--- src/rtl/uart_pkg.sv ---
// Shared definitions for the configurable UART receiver.
//   rx_state_e   : receiver FSM states
//   parity_err_f : parity check of a received word against the parity bit
//   *_MIN/_MAX   : legal parameter ranges, checked at elaboration
package uart_pkg;

  typedef enum logic [2:0] {
    IDLE,
    START,
    DATA,
    PARITY,
    STOP,
    BRK_WAIT
  } rx_state_e;

  localparam int DATA_BITS_MIN  = 5;
  localparam int DATA_BITS_MAX  = 9;
  localparam int OVERSAMPLE_MIN = 8;
  localparam int OVERSAMPLE_MAX = 32;
  localparam int STOP_BITS_MIN  = 1;
  localparam int STOP_BITS_MAX  = 2;

  // Word is zero-extended to the widest legal width; padding does not
  // change the XOR.
  function automatic logic parity_err_f(input logic [DATA_BITS_MAX-1:0] data,
                                        input logic par_bit,
                                        input logic odd);
    return ((^data) ^ par_bit) != odd;
  endfunction

endpackage

--- src/rtl/uart_rx_sampler.sv ---
// Line front end for the UART receiver.
//   clk, rst : clock, synchronous active-high reset
//   rx_in    : asynchronous serial line (idle high)
//   tick_os  : oversampling tick
//   rxs      : 2-FF synchronised line
//   maj      : majority of the last three rxs samples taken on ticks,
//              valid on a tick cycle (includes the current rxs)
module uart_rx_sampler (
  input  logic clk,
  input  logic rst,
  input  logic rx_in,
  input  logic tick_os,
  output logic rxs,
  output logic maj
);

  logic meta;
  logic [1:0] taps;

  always_ff @(posedge clk) begin
    if (rst) begin
      meta <= 1'b1;
      rxs  <= 1'b1;
      taps <= 2'b11;
    end else begin
      meta <= rx_in;
      rxs  <= meta;
      if (tick_os) taps <= {taps[0], rxs};
    end
  end

  // The 3-sample window is two stored ticks plus the live sample, so the
  // vote is available on the same tick as the third sample.
  assign maj = (taps[1] & taps[0]) | (taps[1] & rxs) | (taps[0] & rxs);

endmodule

--- src/rtl/uart_rx_cfg.sv ---
// Configurable UART receiver (DATA_BITS, optional parity, 1/2 stop bits,
// OVERSAMPLE ticks per bit) with majority voting, false-start rejection
// and parity / framing / break reporting.
//   clk, rst   : clock, synchronous active-high reset
//   rx_in      : asynchronous serial line, idle high
//   tick_os    : one-clk oversampling pulse, OVERSAMPLE per bit
//   rx_data    : last received word (LSB first on the line)
//   rx_valid   : one-clk pulse with new rx_data and flags
//   parity_err : parity mismatch, valid with rx_valid
//   frame_err  : a stop bit sampled low, valid with rx_valid
//   break_det  : one-clk pulse on line break, together with rx_valid
//   busy       : receiver not in IDLE
module uart_rx_cfg
  import uart_pkg::*;
#(
  parameter int DATA_BITS  = 8,
  parameter int OVERSAMPLE = 16,
  parameter int PARITY_EN  = 0,
  parameter int PARITY_ODD = 0,
  parameter int STOP_BITS  = 1
) (
  input  logic                 clk,
  input  logic                 rst,
  input  logic                 rx_in,
  input  logic                 tick_os,
  output logic [DATA_BITS-1:0] rx_data,
  output logic                 rx_valid,
  output logic                 parity_err,
  output logic                 frame_err,
  output logic                 break_det,
  output logic                 busy
);

  if (DATA_BITS < DATA_BITS_MIN || DATA_BITS > DATA_BITS_MAX) begin : g_bad_data_bits
    $error("uart_rx_cfg: DATA_BITS out of range");
  end
  if (OVERSAMPLE < OVERSAMPLE_MIN || OVERSAMPLE > OVERSAMPLE_MAX || (OVERSAMPLE % 2) != 0) begin : g_bad_os
    $error("uart_rx_cfg: OVERSAMPLE must be even and in range");
  end
  if (STOP_BITS < STOP_BITS_MIN || STOP_BITS > STOP_BITS_MAX) begin : g_bad_stop
    $error("uart_rx_cfg: STOP_BITS must be 1 or 2");
  end
  if (PARITY_EN < 0 || PARITY_EN > 1 || PARITY_ODD < 0 || PARITY_ODD > 1) begin : g_bad_par
    $error("uart_rx_cfg: PARITY_EN/PARITY_ODD must be 0 or 1");
  end

  localparam int MID = OVERSAMPLE / 2;
  localparam int TCW = $clog2(OVERSAMPLE);
  localparam int BCW = $clog2(DATA_BITS);
  localparam logic [TCW-1:0] TC_DEC  = TCW'(MID + 1);
  localparam logic [TCW-1:0] TC_LAST = TCW'(OVERSAMPLE - 1);
  localparam logic [BCW-1:0] BC_LAST = BCW'(DATA_BITS - 1);
  localparam logic           SC_LAST = 1'(STOP_BITS - 1);
  localparam logic           PAR_EN  = (PARITY_EN != 0);
  localparam logic           PAR_ODD = (PARITY_ODD != 0);

  rx_state_e            state, state_nxt;
  logic [TCW-1:0]       tc;
  logic [BCW-1:0]       bit_cnt;
  logic                 stop_cnt;
  logic [DATA_BITS-1:0] shreg;
  logic                 par_bit;
  logic                 ferr_acc;
  logic                 rxs, maj;
  logic                 decide, bit_end, final_stop, frame_ferr, is_break;

  uart_rx_sampler u_sampler (
    .clk     (clk),
    .rst     (rst),
    .rx_in   (rx_in),
    .tick_os (tick_os),
    .rxs     (rxs),
    .maj     (maj)
  );

  assign decide     = tick_os && (tc == TC_DEC);
  assign bit_end    = tick_os && (tc == TC_LAST);
  assign final_stop = (state == STOP) && decide && (stop_cnt == SC_LAST);
  assign frame_ferr = ferr_acc | ~maj;
  assign is_break   = frame_ferr && (shreg == '0) && !(PAR_EN && par_bit);
  assign busy       = (state != IDLE);

  always_comb begin
    state_nxt = state;
    case (state)
      IDLE:     if (tick_os && !rxs) state_nxt = START;
      START: begin
        if (decide && maj) state_nxt = IDLE;      // false start
        else if (bit_end)  state_nxt = DATA;
      end
      DATA:     if (bit_end && bit_cnt == BC_LAST) state_nxt = PAR_EN ? PARITY : STOP;
      PARITY:   if (bit_end) state_nxt = STOP;
      // Frame ends mid final stop bit, leaving half a bit to resync.
      STOP:     if (final_stop) state_nxt = is_break ? BRK_WAIT : IDLE;
      BRK_WAIT: if (tick_os && rxs) state_nxt = IDLE;
      default:  state_nxt = IDLE;
    endcase
  end

  always_ff @(posedge clk) begin
    if (rst) begin
      state      <= IDLE;
      tc         <= '0;
      bit_cnt    <= '0;
      stop_cnt   <= 1'b0;
      shreg      <= '0;
      par_bit    <= 1'b0;
      ferr_acc   <= 1'b0;
      rx_data    <= '0;
      rx_valid   <= 1'b0;
      parity_err <= 1'b0;
      frame_err  <= 1'b0;
      break_det  <= 1'b0;
    end else begin
      state     <= state_nxt;
      rx_valid  <= 1'b0;
      break_det <= 1'b0;
      if (tick_os) begin
        // The detecting tick is tc=0 of the start bit, so START begins at 1.
        if (state_nxt == IDLE || state_nxt == BRK_WAIT) tc <= '0;
        else if (state == IDLE)                          tc <= TCW'(1);
        else if (tc == TC_LAST)                          tc <= '0;
        else                                             tc <= tc + 1'b1;

        case (state)
          IDLE: begin
            bit_cnt  <= '0;
            stop_cnt <= 1'b0;
            par_bit  <= 1'b0;
            ferr_acc <= 1'b0;
          end
          DATA: begin
            if (decide)  shreg   <= {maj, shreg[DATA_BITS-1:1]};
            if (bit_end) bit_cnt <= bit_cnt + 1'b1;
          end
          PARITY: if (decide) par_bit <= maj;
          STOP: begin
            if (decide) ferr_acc <= frame_ferr;
            if (bit_end) stop_cnt <= 1'b1;
            if (final_stop) begin
              rx_data    <= shreg;
              frame_err  <= frame_ferr;
              parity_err <= PAR_EN && parity_err_f(DATA_BITS_MAX'(shreg), par_bit, PAR_ODD);
              rx_valid   <= 1'b1;
              break_det  <= is_break;
            end
          end
          default: ;
        endcase
      end
    end
  end

endmodule

--- config.mk ---
export PLATFORM = sky130hd
export DESIGN_NAME = uart_rx_cfg
export DESIGN_NICKNAME = d
export VERILOG_FILES = /design/src/rtl/uart_pkg.sv /design/src/rtl/uart_rx_sampler.sv /design/src/rtl/uart_rx_cfg.sv
export SDC_FILE = /design/constraint.sdc
export NUM_CORES = 1
export LEC_CHECK = 0
export BUFFER_PORTS_ARGS = -buffer_cell sky130_fd_sc_hd__buf_4
export CAP_MARGIN = 20
export CORE_UTILIZATION = 53
export CTS_CLUSTER_SIZE = 14
export DETAILED_ROUTE_END_ITERATION = 12
export GPL_TIMING_DRIVEN = 0
export HOLD_SLACK_MARGIN = 0.12
export PLACE_DENSITY = 0.75
export SKIP_LAST_GASP = 1
export SYNTH_ARGS = -nofsm -noshare
export SYNTH_HDL_FRONTEND = slang
export SYNTH_SLANG_ARGS = --single-unit
--- constraint.sdc ---
create_clock -name clk -period 2.1 [get_ports clk]
set_input_delay 0.42 -clock clk [delete_from_list [all_inputs] [get_ports clk]]
set_output_delay 0.42 -clock clk [all_outputs]
set_load 0.02 [all_outputs]
==> summary.json, run 1 <==
{
  "yosys": {
    "synth_area_per_cell_um2": 9.16,
    "number_of_register_bits_inferred_by_synthesis": 35,
    "synthCells": 173,
    "synth_nets": 181,
    "yosysWarnings": 0,
    "post_synth_num_cell_types": 44,
    "synth_area_mm2": 0.00159,
    "async_reset_ff_share_pct": 0,
    "ys_dominant_reg_cell": "sky130_fd_sc_hd__dfxtp_1",
    "synth_edf_count": 0,
    "seq_area_frac_synth_pct": 44.2
  },
  "clocking": {
    "clkSinkCount": 35,
    "htree_num_levels": 2,
    "cts_inserted_buffers": 5,
    "worst_skew_pair_latency_ps": 360,
    "cts-root-buf": "sky130_fd_sc_hd__clkbuf_4",
    "cts_tree": "built",
    "max-clock-path-buffers": 2,
    "path_clk_slew_ps": 100
  },
  "die": {
    "die_height_um": 56.7,
    "die_area_mm2": 0.00321,
    "num_rows": 19,
    "start_util_pct": 56.5,
    "placeableCoreArea_mm2": 0.00281,
    "x_dimension_of_the_die_um": 56.7,
    "io_count": 17
  },
  "final_layout": {
    "finalNetCount": 208,
    "final_cell_count_no_fill": 232,
    "area_delta_synth_final_pct": 18.5,
    "n_antenna_cell": 0,
    "drive_above_1_share_pct": 22.9,
    "layout_commonest_cell": "sky130_fd_sc_hd__dfxtp_1",
    "most-common-layout-cells": "sky130_fd_sc_hd__dfxtp_1, sky130_fd_sc_hd__nor2_1, sky130_fd_sc_hd__buf_4",
    "final_design_area_no_fill_mm2": 0.00188
  },
  "route": {
    "wirelength_mm": 3.55,
    "drt_drc_violations_left": 2,
    "route.detailed.vias_per_inst": 5.73,
    "route.vias.total": 1330,
    "drt_first_pass_iters": 8,
    "drtAntennaViolNets": 0,
    "avgRoutedWirePerCell_um": 15.3,
    "drtIter0Drc": 45
  },
  "place": {
    "place.detailed.instances": 218,
    "place_area_mm2": 0.00173,
    "finalWeightedCongestion": 0.892,
    "numPortBuffers": 14,
    "dp.final_hpwl_mm": 2.35
  },
  "setup_path": {
    "critical_path.endpoint_type": "flop",
    "crit_arrival_ps": 2380,
    "worst_ep_required_time_ps": 2390,
    "timing.setup.critical_path_class": "flop to flop",
    "timing.critical_path.fanout_max": 5,
    "slowest_delay_ps": 430,
    "cpMaxStageDelayCell": "sky130_fd_sc_hd__a2111o_1",
    "worst_r2r_path_depth": 9,
    "cp_num_cells": 9,
    "setup.worst_path.start_class": "flop",
    "crit_chain": "inv_1 -> ha_1 -> nand4b_1 -> buf_4 -> nor2_1 -> a31o_1 -> a31o_4 -> a2111o_1 -> o21ai_2",
    "critPathTopFamily": "compound AO/OA/AOI/OAI gates",
    "critPathBufInv": 2
  },
  "sta": {
    "max_freq_mhz": 477,
    "setup_viol": 0,
    "final.setup_skew_ps": 18.4,
    "timing.slew.headroom_pct": 64.4,
    "timing.final.hold_violations": 0,
    "slew_viol_final": 0,
    "worst_slew_pin_tran_ps": 532,
    "fin_crit_ps": 2100,
    "period_share_pct": 99.9
  },
  "power": {
    "static-leakage-power_nw": 0.791,
    "power-per-cell-area_mw_per_mm2": 595,
    "max-vdd-ir-drop_mv": 0.508
  },
  "grt": {
    "grt_util_met3_pct": 4.84,
    "global_route.usage.met1_pct": 29.9,
    "wire_length_of_the_first_global_routing_pass_mm": 5.55,
    "gr-usage-met2_pct": 34.9,
    "grt_remaining_overflow": 0,
    "grt_antenna_before_repair": 0,
    "grt_start_max_net_pins": 12,
    "first_global_vias": 1217,
    "global_route.usage.total_pct": 22.7,
    "global_route.peak_usage_layer": "met2"
  },
  "hold_path": {
    "min_path_type": "primary input to flop",
    "holdPathStages": 2
  },
  "flow_run": {
    "max_cap_violations": 0
  },
  "status": {
    "outcome": "finished with violations",
    "failed_checks": "design-rule violations"
  }
}
## cells by family after synthesis
| logic type | synth area share, % |
|---|---|
| other | 0.237 |
| adder cells (fa/ha/maj) | 3.79 |
| AO/OA/AOI/OAI | 13.1 |
| multiplexers | 10.7 |
| flip-flops | 44.2 |
| buffers and inverters | 3.71 |
| AND/OR/NAND/NOR | 24.2 |
## through the flow
stage	worst slack, ps	TNS, ps	utilization, %	hold slack, ps	power [mW]
2_1_floorplan	212	0	-	383	0.747
3_3_place_gp	-5.37	-5.37	61.6	389	0.768
3_5_place_dp	-49.4	-49.4	61.6	408	0.771
4_1_cts	15.0	0	63.9	248	1.12
5_1_grt	-42.2	-44.9	67.0	248	1.16
6_report	2.48	0	67.0	255	1.12
## routing by layer
layer  part of all wire (%)  vias up
met5                      0        -
li1                       -      663
met3                    4.5        7
met2                     46       33
met1                     47      627
met4                    2.2        0
## sequential cells by signal, summed over array words and instances, names as in the netlist
signal / cells
rx_valid: 1
u_sampler.taps: 2
break_det: 1
state: 3
u_sampler.meta: 1
ferr_acc: 1
rx_data: 8
shreg: 8
u_sampler.rxs: 1
stop_cnt: 1
tc: 4
bit_cnt: 3
frame_err: 1
## synthesized netlist by cell type, types with 2 or more instances
cell type	instances	area (um2)
sky130_fd_sc_hd__or3_1	3	18.8
sky130_fd_sc_hd__a211o_1	2	17.5
sky130_fd_sc_hd__inv_1	2	7.51
sky130_fd_sc_hd__o21ai_0	2	10.0
sky130_fd_sc_hd__a31o_1	2	17.5
sky130_fd_sc_hd__clkbuf_1	7	26.3
sky130_fd_sc_hd__buf_2	2	10.0
sky130_fd_sc_hd__nor3b_1	3	22.5
sky130_fd_sc_hd__and2_1	2	12.5
sky130_fd_sc_hd__dfxtp_1	35	701
sky130_fd_sc_hd__nor3_1	4	20.0
sky130_fd_sc_hd__a21oi_1	9	45.0
sky130_fd_sc_hd__nand2b_1	5	31.3
sky130_fd_sc_hd__a21o_1	5	37.5
sky130_fd_sc_hd__or3b_1	2	17.5
sky130_fd_sc_hd__mux2i_1	17	170
sky130_fd_sc_hd__or2_1	2	12.5
sky130_fd_sc_hd__nand3_1	7	35.0
sky130_fd_sc_hd__nand2_1	6	22.5
sky130_fd_sc_hd__nand3b_1	3	22.5
sky130_fd_sc_hd__nor2_1	26	97.6
sky130_fd_sc_hd__inv_2	2	7.51
sky130_fd_sc_hd__ha_1	4	50.1
## timing repair
item | in CTS | in global routing
endpoints found under the setup margin | 1 | 4
hold buffers | 0 | 0
pin swaps | 0 | 5
buffers inserted | 0 | 6
gates resized for setup | 3 | 12
## where the power goes
| part | total, mW | switching, mW | leakage (nW) | internal, mW |
|---|---|---|---|---|
| Sequential | 0.678 | 0.00713 | 0.285 | 0.671 |
| Clock | 0.357 | 0.228 | 0.0282 | 0.129 |
| Combinational | 0.0838 | 0.0510 | 0.478 | 0.0328 |
| Total | 1.12 | 0.286 | 0.791 | 0.833 |
## final timing paths
kind,end,slack (ps),start
worst max-delay path,tc[3],2,tc[1]
worst min-delay path,u_sampler.meta,250,rx_in
worst max register to register,tc[3],2,tc[1]
worst min register to register,u_sampler.rxs,430,u_sampler.meta
## final cells by class
| cell class | count | area (um2) |
|---|---|---|
| tap | 31 | 38.8 |
| fill | 233 | 926 |
| sequential | 35 | 707 |
| timing repair buffer | 20 | 150 |
| buffer | 10 | 47.5 |
| clock inverter | 2 | 12.5 |
| multi-input combinational | 124 | 867 |
| inverter | 4 | 15.0 |
| clock buffer | 6 | 41.3 |
(Power assumes the default switching activity.)
==> inputs of run 2 (changes only) <==
--- a/config.mk
+++ b/config.mk
@@ -7,12 +7,12 @@
 export LEC_CHECK = 0
 export BUFFER_PORTS_ARGS = -buffer_cell sky130_fd_sc_hd__buf_4
 export CAP_MARGIN = 20
-export CORE_UTILIZATION = 53
+export CORE_UTILIZATION = 50
 export CTS_CLUSTER_SIZE = 14
 export DETAILED_ROUTE_END_ITERATION = 12
 export GPL_TIMING_DRIVEN = 0
 export HOLD_SLACK_MARGIN = 0.12
-export PLACE_DENSITY = 0.75
+export PLACE_DENSITY = 0.74
 export SKIP_LAST_GASP = 1
 export SYNTH_ARGS = -nofsm -noshare
 export SYNTH_HDL_FRONTEND = slang
==> constraint.sdc (replaced) <==
create_clock -name clk -period 1.7 [get_ports clk]
set_input_delay 0.34 -clock clk [delete_from_list [all_inputs] [get_ports clk]]
set_output_delay 0.34 -clock clk [all_outputs]
set_load 0.02 [all_outputs]
==> run 2 against run 1 <==
  * The run ends with negative setup slack left
  * Clock skew shrank 9.8 ps
  * Cell count increased by 11%
  * Combinational power is 60% higher
  * Core utilization rose by 2.1 points
==> summary.json, run 2 (synthesized netlist as in run 1, its figures left out) <==
{
  "power": {
    "power.switching": {"value": 377, "unit": "uW", "change": "+32%"},
    "totalPowerFinal": {"value": 1.47, "unit": "mW", "change": "+31%"},
    "intPower": {"value": 1.09, "unit": "mW", "change": "+31%"},
    "static-leakage-power": {"value": 0.873, "unit": "nW", "change": "+10%"},
    "clkPwrFrac": {"value": 33.8, "unit": "%", "change": "+1.9 points"},
    "share_seq_of_total_power": {"value": 57.0, "unit": "%", "change": "-3.6 points"},
    "power_frac_comb": {"value": 9.2, "unit": "%", "change": "+1.7 points"},
    "max-vdd-ir-drop": {"value": 0.572, "unit": "mV", "change": "+13%"},
    "power-per-cell-area": {"value": 702, "unit": "mW/mm2", "change": "+18%"},
    "sw_frac_of_total": {"value": 25.7, "unit": "%", "change": "+0.18 points"}
  },
  "die": {
    "start_util": {"value": 52.4, "unit": "%", "change": "-4.2 points"},
    "die_area": {"value": 0.00340, "unit": "mm2", "change": "+5.8%"},
    "x_dimension_of_the_die": {"value": 58.3, "unit": "um", "change": "+2.8%"},
    "io_count": {"value": 17, "change": "unchanged"},
    "num_rows": {"value": 20, "change": "+1"},
    "placeableCoreArea": {"value": 0.00303, "unit": "mm2", "change": "+7.9%"},
    "die_height": {"value": 58.3, "unit": "um", "change": "+2.8%"}
  },
  "clocking": {
    "worst_skew_pair_latency": {"value": 350, "unit": "ps", "change": "about the same"},
    "cts-root-buf": "sky130_fd_sc_hd__clkbuf_4",
    "cts-hold-fix-buffers": {"value": 0, "change": "unchanged"},
    "clkSinkCount": {"value": 35, "change": "unchanged"},
    "htree_num_levels": {"value": 2, "change": "unchanged"},
    "max-clock-path-buffers": {"value": 2, "change": "unchanged"},
    "path_clk_slew": {"value": 110, "unit": "ps", "change": "about the same"},
    "cts_tree": "built",
    "cts_inserted_buffers": {"value": 5, "change": "unchanged"}
  },
  "sta": {
    "setup_viol": {"value": 16, "change": "+16"},
    "rsz_0062_raised_after_global_routing": "yes",
    "fin_crit": {"value": 1930, "unit": "ps", "change": "-170 ps"},
    "tns": {"value": -1450, "unit": "ps", "change": "-1450 ps"},
    "holdWs": {"value": 164, "unit": "ps", "change": "-90.6 ps"},
    "slew_viol_final": {"value": 0, "change": "unchanged"},
    "timing.slew.headroom": {"value": 66.1, "unit": "%", "change": "+1.7 points"},
    "final.setup_skew": {"value": 8.67, "unit": "ps", "change": "-9.78 ps"},
    "max_freq": {"value": 519, "unit": "MHz", "change": "+8.8%"},
    "worst_slew_pin_tran": {"value": 508, "unit": "ps", "change": "-24.1 ps"},
    "period_share": {"value": 113, "unit": "%", "change": "+13 points"},
    "timing.final.hold_violations": {"value": 0, "change": "unchanged"},
    "worst_slack": {"value": -227, "unit": "ps", "change": "-230 ps"}
  },
  "setup_path": {
    "worst_r2r_path_depth": {"value": 7, "change": "-2"},
    "flop2flop_setup_slack": {"value": -230, "unit": "ps", "change": "-230 ps"},
    "critical_path.endpoint_type": "flop",
    "r2r_end": "tc[3]",
    "worstReg2RegStart": "state[2]",
    "worst_ep_required_time": {"value": 1990, "unit": "ps", "change": "-400 ps"},
    "crit_path_end": "tc[3]",
    "worstSetupStartpoint": "state[2]",
    "timing.critical_path.fanout_max": {"value": 5, "change": "unchanged"},
    "crit_arrival": {"value": 2220, "unit": "ps", "change": "-160 ps"},
    "timing.setup.critical_path_class": "flop to flop",
    "setup.worst_path.start_class": "flop"
  },
  "hold_path": {
    "min_path_type": "primary input to flop"
  },
  "final_layout": {
    "finalNetCount": {"value": 220, "change": "+5.8%"},
    "area_delta_synth_final_pct": 31.9,
    "drive_above_1_share": {"value": 34.7, "unit": "%", "change": "+12 points"},
    "most-common-layout-cells": "sky130_fd_sc_hd__buf_4, sky130_fd_sc_hd__dfxtp_1, sky130_fd_sc_hd__nor2_1",
    "layout_commonest_cell": "sky130_fd_sc_hd__buf_4",
    "reg.largest.list": "rx_data: 8 flops, shreg: 8 flops, tc: 4 flops",
    "final_design_area_no_fill": {"value": 0.00209, "unit": "mm2", "change": "+11%"},
    "finished_core_util": {"value": 69.0, "unit": "%", "change": "+2.1 points"},
    "n_antenna_cell": {"value": 0, "change": "unchanged"}
  },
  "place": {
    "finalWeightedCongestion": {"value": 0.843, "change": "-5.5%"},
    "numPortBuffers": {"value": 14, "change": "unchanged"},
    "dp.final_hpwl": {"value": 2.29, "unit": "mm", "change": "-2.5%"},
    "place_area": {"value": 0.00179, "unit": "mm2", "change": "+3.3%"}
  },
  "route": {
    "drt_drc_violations_left": {"value": 0, "change": "-2"},
    "drtIter0Drc": {"value": 79, "change": "+76%"},
    "wirelength": {"value": 3.95, "unit": "mm", "change": "+11%"},
    "route.detailed.vias_per_inst": {"value": 5.61, "change": "-2.2%"},
    "route.vias.total": {"value": 1441, "change": "+8.3%"},
    "avgRoutedWirePerCell": {"value": 15.4, "unit": "um", "change": "+0.55%"},
    "drtAntennaViolNets": {"value": 0, "change": "unchanged"},
    "drt_first_pass_iters": {"value": 4, "change": "-4"}
  },
  "status": {
    "failed_checks": "negative setup slack",
    "outcome": "finished with violations"
  },
  "grt": {
    "global_route.usage.total": {"value": 24.4, "unit": "%", "change": "+1.7 points"},
    "grt_remaining_overflow": {"value": 0, "change": "unchanged"},
    "grt_start_max_net_pins": {"value": 13, "change": "+1"},
    "wire_length_of_the_first_global_routing_pass": {"value": 6.20, "unit": "mm", "change": "+12%"},
    "first_global_vias": {"value": 1301, "change": "+6.9%"},
    "grt_antenna_before_repair": {"value": 0, "change": "unchanged"}
  },
  "flow_run": {
    "max_cap_violations": {"value": 0, "change": "unchanged"}
  }
}
[run 2: cell types whose count changed in the layout (fill, tap and decap cells not counted), sizes merged]
| cell | change |
|---|---|
| buf | +12 |
[run 2: stage by stage]
stage | std cells | worst slack [ps]
2_1_floorplan | 173 | -89.9
3_3_place_gp | 231 | -286
3_5_place_dp | 231 | -318
4_1_cts | 252 | -203
5_1_grt | 257 | -281
6_report | 257 | -227
[run 2: worst max-delay path, cell delays in order, from the launching register on]
cell and delay, ps:
sky130_fd_sc_hd__dfxtp_2 350, sky130_fd_sc_hd__buf_6 130, sky130_fd_sc_hd__or3b_4 410, sky130_fd_sc_hd__nor3_4 210, sky130_fd_sc_hd__nand2_2 90, sky130_fd_sc_hd__a31o_4 260, sky130_fd_sc_hd__a2111o_1 380, sky130_fd_sc_hd__o21ai_2 60
[run 2: area by class of cell]
cell class,count,area (um2)
clock buffer,6,51.3
clock inverter,2,16.3
inverter,4,15.0
fill,239,937
buffer,10,67.6
multi-input combinational,124,916
timing repair buffer,32,253
sequential,35,717
tap,44,55.1
[run 2: worst min path at each step]
stage / start / to / slack (ps) / depth (start not counted)
after floorplan: u_sampler.meta / u_sampler.rxs / 380 / 1
after global placement: u_sampler.meta / u_sampler.rxs / 390 / 1
after detailed placement: u_sampler.meta / u_sampler.rxs / 400 / 1
after CTS: rx_in / u_sampler.meta / 160 / 2
after global routing: rx_in / u_sampler.meta / 160 / 2
final: rx_in / u_sampler.meta / 160 / 2
[run 2: routing by layer]
metal,vias to the layer above,global-route usage [%],part of all wire (%)
met2,34,37.8,47
met5,-,0,0
met3,7,5.27,4.2
met1,710,33.6,47
met4,0,9.18,1.6
li1,690,-,-
[run 2: power by group through the flow]
| stage | sequential (mW) | clock [mW] | combinational, mW |
|---|---|---|---|
| finish | 0.837 | 0.496 | 0.134 |
| CTS | 0.836 | 0.496 | 0.121 |
| floorplan | 0.854 | 0 | 0.0717 |
| detailed placement | 0.856 | 0 | 0.0977 |
| global placement | 0.855 | 0 | 0.0953 |
| global route | 0.838 | 0.542 | 0.144 |
[run 2: timing repair]
| action | CTS | global route |
|---|---|---|
| pin swaps | 4 | 4 |
| gates cloned | 0 | 1 |
| endpoints found under the setup margin | 24 | 26 |
| resized for setup | 19 | 11 |
| buffers inserted | 13 | 4 |
==> inputs of run 3 (changes only) <==
--- a/config.mk
+++ b/config.mk
@@ -7,12 +7,12 @@
 export LEC_CHECK = 0
 export BUFFER_PORTS_ARGS = -buffer_cell sky130_fd_sc_hd__buf_4
 export CAP_MARGIN = 20
-export CORE_UTILIZATION = 50
+export CORE_UTILIZATION = 51
 export CTS_CLUSTER_SIZE = 14
 export DETAILED_ROUTE_END_ITERATION = 12
 export GPL_TIMING_DRIVEN = 0
 export HOLD_SLACK_MARGIN = 0.12
-export PLACE_DENSITY = 0.74
+export PLACE_DENSITY = 0.76
 export SKIP_LAST_GASP = 1
 export SYNTH_ARGS = -nofsm -noshare
 export SYNTH_HDL_FRONTEND = slang
==> run 3 against run 2 <==
  * The run ends with design-rule violations, negative setup slack left
  * Routed wire length down 5.2%
  * Power rose by 11%
  * Critical endpoint is now rx_data[4]
  * Global-route usage shrank 0.57 points
  * Combinational power barely moved
  * Final area is 2.6% higher
  * Core utilization up 6.2 points
==> summary.json, run 3 (synthesized netlist as in run 1, its figures left out) <==
{
  "power": {
    "power-per-cell-area": {"value": 760, "unit": "mW/mm2", "change": "+8.3%"},
    "max-vdd-ir-drop": {"value": 0.661, "unit": "mV", "change": "+15%"},
    "static-leakage-power": {"value": 0.899, "unit": "nW", "change": "+3.0%"},
    "totalPowerFinal": {"value": 1.63, "unit": "mW", "change": "+11%"}
  },
  "route": {
    "drtIter0Drc": {"value": 48, "change": "-39%"},
    "drt_drc_violations_left": {"value": 1, "change": "+1"},
    "wirelength": {"value": 3.75, "unit": "mm", "change": "-5.2%"},
    "route.detailed.vias_per_inst": {"value": 5.79, "change": "+3.2%"},
    "avgRoutedWirePerCell": {"value": 15.2, "unit": "um", "change": "-1.0%"},
    "drtAntennaViolNets": {"value": 0, "change": "unchanged"},
    "route.layer.met1.wl": {"value": 1.70, "unit": "mm", "change": "-8.2%"},
    "highest-signal-layer": "met4",
    "route.vias.total": {"value": 1424, "change": "-1.2%"},
    "drt_first_pass_iters": {"value": 8, "change": "+4"},
    "met3_wirelength": {"value": 226, "unit": "um", "change": "+36%"},
    "met2_length": {"value": 1.70, "unit": "mm", "change": "-9.4%"}
  },
  "setup_path": {
    "timing.critical_path.fanout_max": {"value": 5, "change": "unchanged"},
    "crit_chain": "inv_2 -> ha_4 -> nand4b_1 -> buf_4 -> buf_4 -> nor3_4 -> buf_4 -> mux2i_1 -> nor2_1",
    "cell_with_the_most_instances_on_the_worst_path": "sky130_fd_sc_hd__buf_4",
    "critical_path.endpoint_type": "flop",
    "worst_r2r_path_depth": {"value": 9, "change": "+2"},
    "flop2flop_setup_slack": {"value": -320, "unit": "ps", "change": "-90 ps"},
    "critPathBufInv": {"value": 4, "change": "+3"},
    "r2r_end": "rx_data[4]",
    "cpMaxStageDelayCell": "sky130_fd_sc_hd__dfxtp_4",
    "worst_ep_required_time": {"value": 1930, "unit": "ps", "change": "-60 ps"},
    "worstReg2RegStart": "tc[1]",
    "worstSetupStartpoint": "tc[1]",
    "cp_num_cells": {"value": 9, "change": "+2"},
    "setup.worst_path.start_class": "flop",
    "crit_arrival": {"value": 2250, "unit": "ps", "change": "+30 ps"},
    "slowest_delay": {"value": 390, "unit": "ps", "change": "-20 ps"},
    "timing.setup.critical_path_class": "flop to flop",
    "critPathTopFamily": "buffers and inverters",
    "crit_path_end": "rx_data[4]"
  },
  "grt": {
    "grt_start_max_net_pins": {"value": 13, "change": "unchanged"},
    "grt_remaining_overflow": {"value": 0, "change": "unchanged"},
    "wire_length_of_the_first_global_routing_pass": {"value": 5.91, "unit": "mm", "change": "-4.7%"},
    "global_route.usage.total": {"value": 23.8, "unit": "%", "change": "-0.57 points"},
    "first_global_vias": {"value": 1296, "change": "-0.38%"},
    "grt_antenna_before_repair": {"value": 0, "change": "unchanged"}
  },
  "clocking": {
    "cts_tree": "built",
    "htree_num_levels": {"value": 2, "change": "unchanged"},
    "cts-hold-fix-buffers": {"value": 0, "change": "unchanged"},
    "clkSinkCount": {"value": 35, "change": "unchanged"},
    "cts_inserted_buffers": {"value": 5, "change": "unchanged"},
    "max-clock-path-buffers": {"value": 2, "change": "unchanged"},
    "path_clk_slew": {"value": 110, "unit": "ps", "change": "about the same"},
    "worst_skew_pair_latency": {"value": 350, "unit": "ps", "change": "about the same"},
    "cts-root-buf": "sky130_fd_sc_hd__clkbuf_4"
  },
  "die": {
    "start_util": {"value": 55.6, "unit": "%", "change": "+3.2 points"},
    "placeableCoreArea": {"value": 0.00285, "unit": "mm2", "change": "-5.8%"},
    "num_rows": {"value": 19, "change": "-5.0%"},
    "io_count": {"value": 17, "change": "unchanged"},
    "die_area": {"value": 0.00334, "unit": "mm2", "change": "-1.9%"},
    "x_dimension_of_the_die": {"value": 57.8, "unit": "um", "change": "-0.95%"},
    "die_height": {"value": 57.8, "unit": "um", "change": "-0.95%"}
  },
  "status": {
    "failed_checks": "design-rule violations, negative setup slack",
    "outcome": "finished with violations"
  },
  "final_layout": {
    "most-common-layout-cells": "sky130_fd_sc_hd__buf_4, sky130_fd_sc_hd__dfxtp_1, sky130_fd_sc_hd__nor2_1",
    "finished_core_util": {"value": 75.2, "unit": "%", "change": "+6.2 points"},
    "layout_commonest_cell": "sky130_fd_sc_hd__buf_4",
    "drive_above_1_share": {"value": 36.3, "unit": "%", "change": "+1.5 points"},
    "fillers": {"value": 197, "change": "-18%"},
    "final_cell_count_no_fill": {"value": 246, "change": "-4.3%"},
    "finalNetCount": {"value": 222, "change": "+0.91%"},
    "area_delta_synth_final_pct": 35.4,
    "n_antenna_cell": {"value": 0, "change": "unchanged"},
    "reg.largest.list": "rx_data: 8 flops, shreg: 8 flops, tc: 4 flops"
  },
  "sta": {
    "holdWs": {"value": 157, "unit": "ps", "change": "-7.34 ps"},
    "setup_viol": {"value": 25, "change": "+9"},
    "rsz_0062_raised_after_global_routing": "yes",
    "fin_crit": {"value": 2020, "unit": "ps", "change": "+91.8 ps"},
    "timing.slew.headroom": {"value": 64.2, "unit": "%", "change": "-1.9 points"},
    "worst_slew_pin_tran": {"value": 537, "unit": "ps", "change": "+28.8 ps"},
    "timing.final.hold_violations": {"value": 0, "change": "unchanged"},
    "period_share": {"value": 119, "unit": "%", "change": "+5.4 points"},
    "worst_slack": {"value": -319, "unit": "ps", "change": "-91.8 ps"},
    "slew_viol_final": {"value": 0, "change": "unchanged"},
    "max_freq": {"value": 495, "unit": "MHz", "change": "-4.5%"},
    "final.setup_skew": {"value": 4.53, "unit": "ps", "change": "-4.14 ps"}
  },
  "flow_run": {
    "max_cap_violations": {"value": 0, "change": "unchanged"}
  },
  "place": {
    "place.detailed.instances": {"value": 218, "change": "-5.6%"},
    "finalWeightedCongestion": {"value": 0.916, "change": "+8.7%"},
    "numPortBuffers": {"value": 14, "change": "unchanged"},
    "dp.final_hpwl": {"value": 2.20, "unit": "mm", "change": "-3.8%"}
  },
  "hold_path": {
    "min_path_type": "primary input to flop"
  }
}
==> run 3: final cells by class <==
type                    instances  area [um2]  share of cell area, %
plain buffers                  10        68.8                   3.21
inverters                       4        17.5                  0.816
multi-input cells             124         946                   44.1
clock buffers                   6        51.3                   2.39
repair buffers                 34         270                   12.6
flip-flops and latches         35         714                   33.3
clock inverters                 2        38.8                   1.81
well taps                      31        38.8                   1.81
==> run 3: per-layer routing <==
layer	track usage, %	up-vias
li1	-	697
met1	31.9	661
met2	34.2	56
met3	7.59	10
met4	12.9	0
met5	0	-
==> run 3: timing repair <==
action / CTS / global route
setup endpoints to repair: 24 / 26
cloned: 0 / 1
setup buffers: 13 / 6
gates resized for setup: 16 / 23
pin swaps: 6 / 7
==> run 3: power breakdown <==
| part | internal [mW] | leakage, nW | switching, mW |
|---|---|---|---|
| clock network | 0.355 | 0.0489 | 0.302 |
| logic | 0.0625 | 0.563 | 0.0730 |
| registers | 0.828 | 0.287 | 0.0103 |
==> run 3: worst min path at each step <==
stage / startpoint / end / slack, ps / depth (start not counted)
CTS: rx_in / u_sampler.meta / 150 / 2
global route: rx_in / u_sampler.meta / 150 / 2
floorplan: u_sampler.meta / u_sampler.rxs / 380 / 1
detailed placement: u_sampler.meta / u_sampler.rxs / 400 / 1
global placement: u_sampler.meta / u_sampler.rxs / 390 / 1
finish: rx_in / u_sampler.meta / 160 / 2
==> run 3: stage by stage <==
step | setup TNS (ps) | setup WS, ps | area, um2
6_report | -6300 | -319 | 2150
5_1_grt | -8260 | -395 | 2150
4_1_cts | -2460 | -229 | 2010
3_5_place_dp | -2340 | -321 | 1770
3_3_place_gp | -1890 | -282 | 1770
2_1_floorplan | -204 | -89.9 | 1630
